**config.mk**
```make
export PLATFORM = sky130hd
export DESIGN_NAME = irrig_scheduler
export DESIGN_NICKNAME = d
export VERILOG_FILES = /design/src/rtl/irrig_pkg.sv /design/src/rtl/irrig_scheduler_tick_timer.sv /design/src/rtl/irrig_scheduler.sv
export SDC_FILE = /design/constraint.sdc
export NUM_CORES = 1
export LEC_CHECK = 0
export ABC_AREA = 1
export BUFFER_PORTS_ARGS = -buffer_cell sky130_fd_sc_hd__buf_2
export CAP_MARGIN = 0
export CORE_ASPECT_RATIO = 0.6
export CORE_UTILIZATION = 46
export DETAILED_ROUTE_END_ITERATION = 12
export PLACE_DENSITY = 0.67
export SLEW_MARGIN = 20
export SYNTH_ARGS = -nofsm -noshare
export SYNTH_HDL_FRONTEND = slang
export SYNTH_SLANG_ARGS = --single-unit
export TNS_END_PERCENT = 1
```
**constraint.sdc**
```tcl
create_clock -name clk -period 2.03 [get_ports clk]
set_clock_uncertainty 0.1 [all_clocks]
set_input_delay 0.406 -clock clk [delete_from_list [all_inputs] [get_ports clk]]
set_output_delay 0.406 -clock clk [all_outputs]
set_load 0.005 [all_outputs]
```
**src/rtl/irrig_pkg.sv**
```systemverilog
// Shared types for the irrigation tank FSM and its phase scheduler.
package irrig_pkg;

    localparam int unsigned CNT_W = 8;
    localparam int unsigned ST_W  = 3;

    // Tank FSM state encodings as seen on the scheduler's state input.
    typedef enum logic [ST_W-1:0] {
        TK_ENCHENDO  = 3'b000,
        TK_CHEIO     = 3'b001,
        TK_GOTEJANDO = 3'b010,
        TK_ASPERSAO  = 3'b011,
        TK_LIMPEZA   = 3'b100,
        TK_ERRO      = 3'b101
    } tank_state_e;

    // Scheduler phases.
    typedef enum logic [1:0] {
        S_IDLE     = 2'b00,
        S_GOTEJO   = 2'b01,
        S_ASPERSAO = 2'b10,
        S_LIMPEZA  = 2'b11
    } sched_state_e;

endpackage

```
**src/rtl/irrig_scheduler_tick_timer.sv**
```systemverilog
// Loadable down-counter advanced by the tick time base; stops at zero.
module tick_timer
    import irrig_pkg::*;
(
    input  logic             clk,
    input  logic             rst,
    input  logic             clear_i,
    input  logic             load_i,
    input  logic [CNT_W-1:0] load_val_i,
    input  logic             en_i,
    input  logic             tick_i,
    output logic [CNT_W-1:0] cnt_o
);

    logic [CNT_W-1:0] cnt_q, cnt_d;

    // Clear beats load, load beats a coincident tick.
    always_comb begin
        cnt_d = cnt_q;
        if (clear_i) begin
            cnt_d = '0;
        end else if (load_i) begin
            cnt_d = load_val_i;
        end else if (en_i && tick_i && (cnt_q != '0)) begin
            cnt_d = cnt_q - CNT_W'(1);
        end
    end

    // Counter register.
    always_ff @(posedge clk or posedge rst) begin
        if (rst) cnt_q <= '0;
        else     cnt_q <= cnt_d;
    end

    assign cnt_o = cnt_q;

endmodule

```
**src/rtl/irrig_scheduler.sv**
```systemverilog
// Irrigation phase scheduler: picks drip/sprinkler phases, times them,
// runs the cleaning interval and watches the tank fill time.
module irrig_scheduler
    import irrig_pkg::*;
#(
    parameter int unsigned T_GOTEJO    = 60,
    parameter int unsigned T_ASPERSAO  = 30,
    parameter int unsigned T_LIMPEZA   = 10,
    parameter int unsigned T_ENCHE_MAX = 120
) (
    input  logic             clk,
    input  logic             reset,
    input  logic             tick,
    input  logic [ST_W-1:0]  state,
    input  logic             seco,
    input  logic             umido,
    input  logic             temp_alta,
    input  logic             modo_manual,
    input  logic             man_gotejo,
    input  logic             man_aspersao,
    output logic             gotejamento,
    output logic             aspersao,
    output logic             countLi,
    output logic [CNT_W-1:0] tempo_restante,
    output logic             alarme_enche
);

    sched_state_e     sched_q, sched_d;
    logic             got_q, got_d;
    logic             asp_q, asp_d;
    logic             countli_q, countli_d;
    logic             alarme_q, alarme_d;
    logic             manual_q, manual_d;
    logic             li_loaded_q, li_loaded_d;
    logic [CNT_W-1:0] fill_q, fill_d;

    logic             tmr_clear, tmr_load, tmr_en;
    logic [CNT_W-1:0] tmr_val, tmr_cnt;
    logic             sel_got_c, sel_asp_c, man_sel_c, stop_c;

    tick_timer u_phase_timer (
        .clk        (clk),
        .rst        (reset),
        .clear_i    (tmr_clear),
        .load_i     (tmr_load),
        .load_val_i (tmr_val),
        .en_i       (tmr_en),
        .tick_i     (tick),
        .cnt_o      (tmr_cnt)
    );

    // Phase selection from sensors (auto) or requests (manual, drip first).
    always_comb begin
        sel_got_c = 1'b0;
        sel_asp_c = 1'b0;
        if (modo_manual) begin
            sel_got_c = man_gotejo;
            sel_asp_c = !man_gotejo && man_aspersao;
        end else begin
            sel_got_c = seco && !temp_alta;
            sel_asp_c = seco && temp_alta;
        end
        man_sel_c = (sched_q == S_GOTEJO) ? man_gotejo : man_aspersao;
        stop_c    = (tmr_cnt == '0) || (manual_q ? !man_sel_c : umido);
    end

    // Scheduler next-state and registered request outputs.
    always_comb begin
        sched_d     = sched_q;
        got_d       = got_q;
        asp_d       = asp_q;
        countli_d   = countli_q;
        manual_d    = manual_q;
        li_loaded_d = li_loaded_q;
        tmr_clear   = 1'b0;
        tmr_load    = 1'b0;
        tmr_en      = 1'b0;
        tmr_val     = '0;
        if (state == TK_ERRO) begin
            sched_d     = S_IDLE;
            got_d       = 1'b0;
            asp_d       = 1'b0;
            countli_d   = 1'b0;
            li_loaded_d = 1'b0;
            tmr_clear   = 1'b1;
        end else begin
            unique case (sched_q)
                S_IDLE: begin
                    if (state == TK_CHEIO && sel_got_c) begin
                        sched_d  = S_GOTEJO;
                        got_d    = 1'b1;
                        manual_d = modo_manual;
                        tmr_load = 1'b1;
                        tmr_val  = CNT_W'(T_GOTEJO);
                    end else if (state == TK_CHEIO && sel_asp_c) begin
                        sched_d  = S_ASPERSAO;
                        asp_d    = 1'b1;
                        manual_d = modo_manual;
                        tmr_load = 1'b1;
                        tmr_val  = CNT_W'(T_ASPERSAO);
                    end
                end
                S_GOTEJO, S_ASPERSAO: begin
                    // Leaving freezes the counter so the remaining time stays visible.
                    if (stop_c) begin
                        sched_d     = S_LIMPEZA;
                        got_d       = 1'b0;
                        asp_d       = 1'b0;
                        li_loaded_d = 1'b0;
                    end else begin
                        tmr_en = 1'b1;
                    end
                end
                S_LIMPEZA: begin
                    if (!li_loaded_q) begin
                        if (state == TK_LIMPEZA) begin
                            tmr_load    = 1'b1;
                            tmr_val     = CNT_W'(T_LIMPEZA);
                            li_loaded_d = 1'b1;
                        end
                    end else if (state != TK_LIMPEZA) begin
                        sched_d     = S_IDLE;
                        countli_d   = 1'b0;
                        li_loaded_d = 1'b0;
                        tmr_clear   = 1'b1;
                    end else begin
                        tmr_en = 1'b1;
                        // Flag done on the same edge the counter lands on zero.
                        if (tmr_cnt == '0 || (tmr_cnt == CNT_W'(1) && tick)) begin
                            countli_d = 1'b1;
                        end
                    end
                end
                default: sched_d = S_IDLE;
            endcase
        end
    end

    // Fill timer: counts ticks while filling, alarm latches at the limit.
    always_comb begin
        fill_d   = fill_q;
        alarme_d = alarme_q;
        if (state == TK_ENCHENDO) begin
            if (tick && fill_q != '1) begin
                fill_d = fill_q + CNT_W'(1);
            end
            if (fill_d >= CNT_W'(T_ENCHE_MAX)) begin
                alarme_d = 1'b1;
            end
        end else begin
            fill_d   = '0;
            alarme_d = 1'b0;
        end
    end

    // State and output registers.
    always_ff @(posedge clk or posedge reset) begin
        if (reset) begin
            sched_q     <= S_IDLE;
            got_q       <= 1'b0;
            asp_q       <= 1'b0;
            countli_q   <= 1'b0;
            alarme_q    <= 1'b0;
            manual_q    <= 1'b0;
            li_loaded_q <= 1'b0;
            fill_q      <= '0;
        end else begin
            sched_q     <= sched_d;
            got_q       <= got_d;
            asp_q       <= asp_d;
            countli_q   <= countli_d;
            alarme_q    <= alarme_d;
            manual_q    <= manual_d;
            li_loaded_q <= li_loaded_d;
            fill_q      <= fill_d;
        end
    end

    assign gotejamento    = got_q;
    assign aspersao       = asp_q;
    assign countLi        = countli_q;
    assign alarme_enche   = alarme_q;
    assign tempo_restante = tmr_cnt;

endmodule

```
======== Word-level counts from Yosys, hierarchy flattened ========
Index checks and enable logic that the tools add are counted.
storage, ports and cells
  register bits ........................... 24
  bits of input ports ..................... 12
  output and inout port bits .............. 12
  word-level logic and storage cells ...... 120
cells by class
  add/sub/neg operators ................... 2
  magnitude comparators ................... 1
  eq/ne operators ......................... 17
  multiplexer cells ....................... 58
  bitwise operators ....................... 1
  reductions and logical operators ........ 32
operators by type and width
  cell                                                               number
  two-way mux 8 bit                                                  6
  two-way mux 1 bit                                                  34
  != test 3 bit, second input constant                               7
  two-way mux 2 bit                                                  6
  two-way mux 6 bit                                                  2
  case mux 6 bit (2 select lines)                                    1
  nonzero test 3 bit                                                 4
  case mux 1 bit (2 select lines)                                    5
  logical AND 1 bit                                                  9
  AND reduction 3 bit                                                3
  adder 8 x 1 -> 8 bit, second input constant                        1
  == test 8 x 1 -> 1 bit, second input constant                      1
  greater-or-equal comparator 8 x 7 -> 1 bit, second input constant  1
  zero test 8 bit                                                    1
  two-way mux 4 bit                                                  2
  != test 8 bit, second input constant                               1
  AND reduction 4 bit                                                2
  nonzero test 8 bit                                                 1
  subtractor 8 x 1 -> 8 bit, second input constant                   1
  == test 3 bit, second input constant                               2
  case mux 2 bit (3 select lines)                                    1
  nonzero test 2 bit                                                 3
  two-way mux 5 bit                                                  1
  == test 2 bit, second input constant                               2
  other kinds (11)                                                   14

======== Depth between registers and ports, before layout ========
Gate-level depths: netlist (run 1).
  depth in word-level cells ............... 13
  gate-level depth with buffers ........... 14
  depth with buffers taken out ............ 14

======== By module ========
Synthesis (run 1) repeated with hierarchy kept, for this count alone.
second synthesis, totals
  cells, all modules ...................... 271
  area, all modules ....................... 1844.3 µm²
modules (own cells, without submodules)
  module           instances  cells an instance  area each (µm²)  seq. area each (µm²)
  irrig_scheduler  1          182                1231.2           400.4
  tick_timer       1          89                 613.1            200.2

======== Worst setup path after synthesis (run 1) ========
OpenSTA, ideal clock, no wires.
  path kind ............................... register -> register
  start ................................... reg u_phase_timer.cnt_q[0] (netlist: u_phase_timer.cnt_o[0])
  end ..................................... reg u_phase_timer.cnt_q[1] (netlist: u_phase_timer.cnt_o[1])
  setup time .............................. 74 ps
  arrival time ............................ 1451 ps
  data required time ...................... 1856 ps
  slack ................................... 405 ps
  stages on the path, launching flop included .. 13
  buffers on the path ..................... 0
  period minus slack after synthesis ...... 1625 ps
  path through ............................ dfrtp_1 inv_1 ha_1 nand2_1 nor2_2 nand2_1 nand3_1 nand2_1 nand2_2 inv_4 nor2_4 nand2_1 o21ai_2
between the ends
  longest elaborated chain between the ends .. 8
  elaborated cells on any way between the ends .. 13
  those cells by class .................... add/sub: 1; mux: 6; reduce/logical: 6
ends and longest elaborated chain
  element                          line                              text
  start: declaration               irrig_scheduler_tick_timer.sv:15  logic [CNT_W-1:0] cnt_q, cnt_d;
  start signal: assignment         irrig_scheduler_tick_timer.sv:32  else cnt_q <= cnt_d;
  zero test 8 bit                  irrig_scheduler.sv:64             stop_c = (tmr_cnt == '0) || (manual_q ? !man_sel_c : umido);
  logical OR 1 bit                 irrig_scheduler.sv:64
  two-way mux 1 bit                irrig_scheduler.sv:105            if (stop_c) begin
  case mux 1 bit (2 select lines)  irrig_scheduler.sv:87             unique case (sched_q)
  two-way mux 1 bit                irrig_scheduler.sv:79             if (state == TK_ERRO) begin
  logical AND 1 bit (2 in a row)   irrig_scheduler_tick_timer.sv:24  end else if (en_i && tick_i && (cnt_q != '0)) begin
  nonzero test 3 bit (no line)     --
Several ways; a longest one is shown, not always the timed one. The select of a mux whose other input is x is not followed.
A chain may end at the register's enable or synchronous reset.

======== Worst setup path after layout (run 1) ========
Same ends and word-level chain as after synthesis.

==> impl_metrics.yaml, run 1 <==
global_routing:
  grt_usage_pct: 21.9
  grt_max_degree: 25
  grt_pass1_wl_um: 5970
  antenna_found_initial: 0
  grt_overflow: 0
  grt_pass1_vias: 1176
floorplan:
  die_w_um: 78.4
  initial_utilization_pct: 48.7
  dieArea_um2: 3750
  rows: 16
  ios: 24
  core-area_um2: 3300
  die_h_um: 47.8
pwr:
  power_frac_seq_pct: 34.5
  vdd_drop_max_mv: 0.549
  netSwitchingPower_mw: 0.958
  intPower_mw: 1.15
  clkPwrFrac_pct: 12.9
  pwr-share-comb_pct: 52.5
  power_density_nw_per_um2: 1150
  power_leakage_nw: 1.05
  power_mw: 2.11
  swShare_pct: 45.4
timing:
  final_period_minus_worst_setup_slack_ns: 1.84
  max_freq_mhz: 544
  setup_violations: 0
  worst_slack_ns: 0.193
  timing.final.crit_share_pct: 90.5
  slew_violations: 0
  setup-tns-final_ns: 0
  rsz0062_at_grt: "false"
  slew_headroom_pct: 76.0
  hold_viol_final: 0
  worst_slew_pin_slew_ns: 0.358
critical_path:
  critPathRequiredTime_ns: 2.13
  path_cells: "inv_1 > ha_1 > nand2_1 > nor2_2 > nand2_1 > nand3_1 > nand2_1 > nand2_2 > inv_4 > nor2_4 > nand2_1 > o21ai_2"
  cp_max_fo: 6
  critical_path_class: "reg -> reg"
  slowest_delay_ns: 0.42
  critPathTopFamily: "simple AND/OR/NAND/NOR gates"
  cp-end-kind: "flop"
  cp-start-kind: "flop"
  worst_path_most_repeated_cell: "nand2_1"
  crit_buf_inv: 2
  cp.arrival_ns: 1.93
  critPathSlowestCell: "dfrtp_1"
routing:
  ant_nets: 0
  wirelength_um: 3660
  drt_iter0_drc: 125
  wl_per_cell_um: 12.3
  via_per_inst: 4.73
  via_count: 1409
  dr.pass1.iters: 4
  drc: 0
place:
  dp_hpwl_um: 2930
  post-place-ws_ns: 0.220
  port_buffers: 23
  place.gp.congestion: 0.782
clock_tree:
  clk_pin_slew_worst_paths_ns: 0.08
  postCtsSetupRepairBufs: 0
  htree_num_levels: 1
  clockRootBuffer: "clkbuf_8"
  cts_tree: "yes"
  holdBufCountCts: 0
  clock_tree.buffer_depth: 2
  cts_buffers: 3
  cts.repair.resized: 0
  cts_sinks: 24
  insertion_delay_ns: 0.26
yosys:
  synth_nets: 243
  yosys_warnings: 0
  ys_types: 29
  syn-cell-area_um2: 1610
  avgSynthCellArea_um2: 7.15
  ys_ff_latch: 24
  synth_seq_area_share_pct: 37.3
  synthCells: 225
run_status:
  status: "finished, final reports clean"
cells_and_area:
  drive_gt1_share_pct: 18.2
  num_antenna_cells: 0
  area_growth_pct: 14.2
  finish.net_count: 273
hold_path:
  hp-class: "in -> async"
job:
  drv_cap: 0
[kinds of logic after synthesis]
group / count (synthesis) / synth area share (%)
adder cells (fa/ha/maj): 6 / 4.67
AO/OA/AOI/OAI: 24 / 8.40
XOR/XNOR: 5 / 2.72
flip-flops: 24 / 37.3
AND/OR/NAND/NOR: 129 / 38.1
buffers and inverters: 37 / 8.79
[cell usage after synthesis, drive strengths merged]
| cell | instances | share of area [%] |
|---|---|---|
| o21ai | 14 | 4.6 |
| inv | 37 | 8.8 |
| ha | 6 | 4.7 |
| a31oi | 1 | 0.39 |
| o211ai | 2 | 0.93 |
| a21oi | 5 | 1.6 |
| xor2 | 3 | 1.6 |
| o31ai | 1 | 0.47 |
| dfrtp | 24 | 37 |
| nor3 | 5 | 1.6 |
| nand4 | 8 | 3.5 |
| nand3b | 1 | 0.47 |
| xnor2 | 2 | 1.1 |
| or2 | 3 | 1.2 |
| nand2 | 60 | 15 |
| and3 | 1 | 0.39 |
| a21boi | 1 | 0.47 |
| nor2 | 27 | 7.2 |
| nand3 | 24 | 8.7 |
[stage by stage]
step	instances	instance area [um^2]	util, %	hold slack, ns
floorplan	225	1610	-	0.321
global placement	295	1800	54.4	0.369
detailed placement	295	1800	54.4	0.370
CTS	298	1840	55.6	0.0792
global route	298	1840	55.6	0.0981
finish	298	1840	55.6	0.0743
[worst paths after layout]
kind	start	to	slack, ns	cells past startpoint
max	u_phase_timer.cnt_o[0]	u_phase_timer.cnt_o[1]	0.19	12
min	reset	u_phase_timer.cnt_o[2]	0.07	3
max reg2reg	u_phase_timer.cnt_o[0]	u_phase_timer.cnt_o[1]	0.19	12
min reg2reg	gotejamento	gotejamento	0.40	2
max in group asynchronous	reset	u_phase_timer.cnt_o[6]	1.52	3
min in group clk	modo_manual	manual_q	0.36	3
[layout by cell type, fill, tap and decap left out, types with 2 or more instances in the layout]
master    count
a21oi_1       5
nand2_2       4
ha_1          6
nor3_1        5
nor2_1       23
buf_2        23
buf_4         2
inv_1        36
xnor2_1       2
nand2_1      55
dfrtp_1      24
nand3_1      20
nand4_1       7
or2_2         2
nand3_2       4
o211ai_1      2
o21ai_0      12
xor2_1        3
clkbuf_8      3
nor2_2        3
[layout make-up]
type                            count  area (um^2)
Clock buffer                        3         41.3
Fill cell                         330         1470
Inverter                           37          141
Multi-Input combinational cell    164          867
Sequential cell                    24          601
Tap cell                           45         56.3
Timing Repair Buffer               25          130
[layer usage]
layer  GRT usage [%]  wire length, um
met1            37.8             2360
met3            5.14              169
met5               0                0
met2            24.6             1100
met4            5.56               25
[power groups by stage]
stage	Sequential (mW)	Combinational (mW)	Clock, mW
6_report	0.729	1.11	0.273
5_1_grt	0.748	1.27	0.306
4_1_cts	0.726	1.10	0.290
3_5_place_dp	0.735	1.09	0
3_3_place_gp	0.734	1.10	0
2_1_floorplan	0.721	0.789	0
[worst reg2reg max path: cells and delay by family (launching register included)]
family	cells	cell delay, ns
and+or+nand+nor	8	0.84
DFF	1	0.42
adders and majority gates	1	0.18
buffers and inverters	2	0.17
AOI/OAI and AO/OA	1	0.06
[sequential cells by signal, summed over array words and instances, names as in the netlist]
register,cells
fill_q,8
u_phase_timer.cnt_o,8
sched_q,2
alarme_enche,1
aspersao,1
countLi,1
gotejamento,1
li_loaded_q,1
manual_q,1
Power figures use the tool's default switching activity.
==> run 2: changes to the inputs <==
--- a/config.mk
+++ b/config.mk
@@ -11,7 +11,7 @@
 export CORE_ASPECT_RATIO = 0.6
 export CORE_UTILIZATION = 46
 export DETAILED_ROUTE_END_ITERATION = 12
-export PLACE_DENSITY = 0.67
+export PLACE_DENSITY = 0.69
 export SLEW_MARGIN = 20
 export SYNTH_ARGS = -nofsm -noshare
 export SYNTH_HDL_FRONTEND = slang
==> constraint.sdc (replaced) <==
create_clock -name clk -period 1.55 [get_ports clk]
set_clock_uncertainty 0.1 [all_clocks]
set_input_delay 0.31 -clock clk [delete_from_list [all_inputs] [get_ports clk]]
set_output_delay 0.31 -clock clk [all_outputs]
set_load 0.005 [all_outputs]
==> impl_metrics.yaml, run 2 (synthesized netlist as in run 1, its figures left out) <==
global_routing:
  grt_pass1_vias: 1332
  grt_max_degree: 25
  grt_usage_pct: 23.1
  grt_pass1_wl_um: 6510
  antenna_found_initial: 0
  grt_overflow: 0
timing:
  setup_violations: 13
  slew_headroom_pct: 78.6
  worst_slew_pin_slew_ns: 0.321
  hold_viol_final: 17
  final_period_minus_worst_setup_slack_ns: 1.66
  rsz0062_at_grt: "true"
  timing.final.crit_share_pct: 107
  slew_violations: 0
  holdWs_ns: -0.0156
  worst_slack_ns: -0.106
  max_freq_mhz: 604
floorplan:
  rows: 16
  dieArea_um2: 3750
  core-area_um2: 3300
  initial_utilization_pct: 48.7
  die_h_um: 47.8
  ios: 24
  die_w_um: 78.4
critical_path:
  slowest_delay_ns: 0.43
  critical_path_class: "reg -> reg"
  critPathSlowestCell: "dfrtp_2"
  cp-start-kind: "flop"
  cp_max_fo: 8
  path_cells: "ha_2 > inv_2 > nor2_2 > nand2_2 > nand3_2 > nand2_4 > buf_4 > nand2_1 > nand3_1 > o21ai_2"
  critPathRequiredTime_ns: 1.65
  cp.arrival_ns: 1.76
  cp-end-kind: "flop"
  r2r_slack_ns: -0.11
place:
  place.gp.congestion: 0.853
  port_buffers: 23
  dp_hpwl_um: 3220
cells_and_area:
  drive_gt1_share_pct: 40.6
  finish.net_count: 312
  most-common-layout-cells: "nand2_1, buf_4, inv_1"
  num_antenna_cells: 0
  area_growth_pct: 43.8
  final_common_cell: "nand2_1"
  fin_util_pct: 70.0
clock_tree:
  insertion_delay_ns: 0.27
  htree_num_levels: 1
  cts_tree: "yes"
  cts_buffers: 3
  clk_pin_slew_worst_paths_ns: 0.09
  cts_sinks: 24
  holdBufCountCts: 0
  clock_tree.buffer_depth: 2
  clockRootBuffer: "clkbuf_8"
pwr:
  power_density_nw_per_um2: 1640
  vdd_drop_max_mv: 0.782
  power_leakage_nw: 1.27
  power_mw: 3.79
job:
  drv_cap: 0
routing:
  via_count: 1688
  via_per_inst: 4.99
  drt_iter0_drc: 110
  wl_per_cell_um: 12.5
  drc: 0
  dr.pass1.iters: 4
  ant_nets: 0
  wirelength_um: 4230
hold_path:
  hp-class: "in -> async"
run_status:
  violations: "negative hold slack, negative setup slack"
  status: "finished with violations"
## run 2: metal layers
layer  track usage, %  vias to the layer above  wire length [um]
met5                0                        -                 0
met4             2.22                        0                12
met3             4.19                        2               257
met2             30.7                       50              1600
met1             38.4                      771              2360
li1                 -                      865                 -
## run 2: timing repair
item	4_1_cts	5_1_grt
buffers inserted	2	3
setup endpoints to repair	19	24
pin swaps	12	21
resized for setup	20	23
hold endpoints to repair	0	0
## run 2: critical path: cells and delay by family, from the launching register on
kind,cells,cell delay [ns]
adders and majority gates,1,0.21
DFF,1,0.43
buffers and inverters,2,0.19
and+or+nand+nor,6,0.55
AOI/OAI and AO/OA,1,0.11
## run 2: path summary, 6_finish.rpt
check,startpoint,endpoint,cells past startpoint
max,sched_q[0],u_phase_timer.cnt_o[1],10
min,reset,alarme_enche,3
max reg2reg,sched_q[0],u_phase_timer.cnt_o[1],10
min reg2reg,countLi,countLi,2
max in group asynchronous,reset,sched_q[0],3
min in group clk,modo_manual,manual_q,3
## run 2: power breakdown
group | switching, mW | internal (mW) | total (mW) | leakage, nW
Clock | 0.216 | 0.346 | 0.562 | 0.0357
Combinational | 1.23 | 1.07 | 2.31 | 0.915
Sequential | 0.124 | 0.797 | 0.921 | 0.318
Total | 1.57 | 2.21 | 3.79 | 1.27
## run 2: cell type report
class                   instances  area, um^2
multi-input cells             164        1020
clock inverters                 1        30.0
repair buffers                 64         423
flip-flops and latches         24         602
well taps                      45        56.3
inverters                      37         141
fillers                       281         990
clock buffers                   3        41.3
## run 2: per-stage QoR
| step | area (um^2) | worst slack (ns) | setup TNS (ns) | instances |
|---|---|---|---|---|
| floorplan | 1630 | -0.00331 | -0.00331 | 225 |
| detailed placement | 2070 | -0.154 | -1.77 | 329 |
| CTS | 2200 | -0.0979 | -0.836 | 335 |
| global route | 2310 | -0.187 | -2.66 | 338 |
| finish | 2310 | -0.106 | -0.777 | 338 |
| global placement | 2070 | -0.153 | -1.51 | 329 |
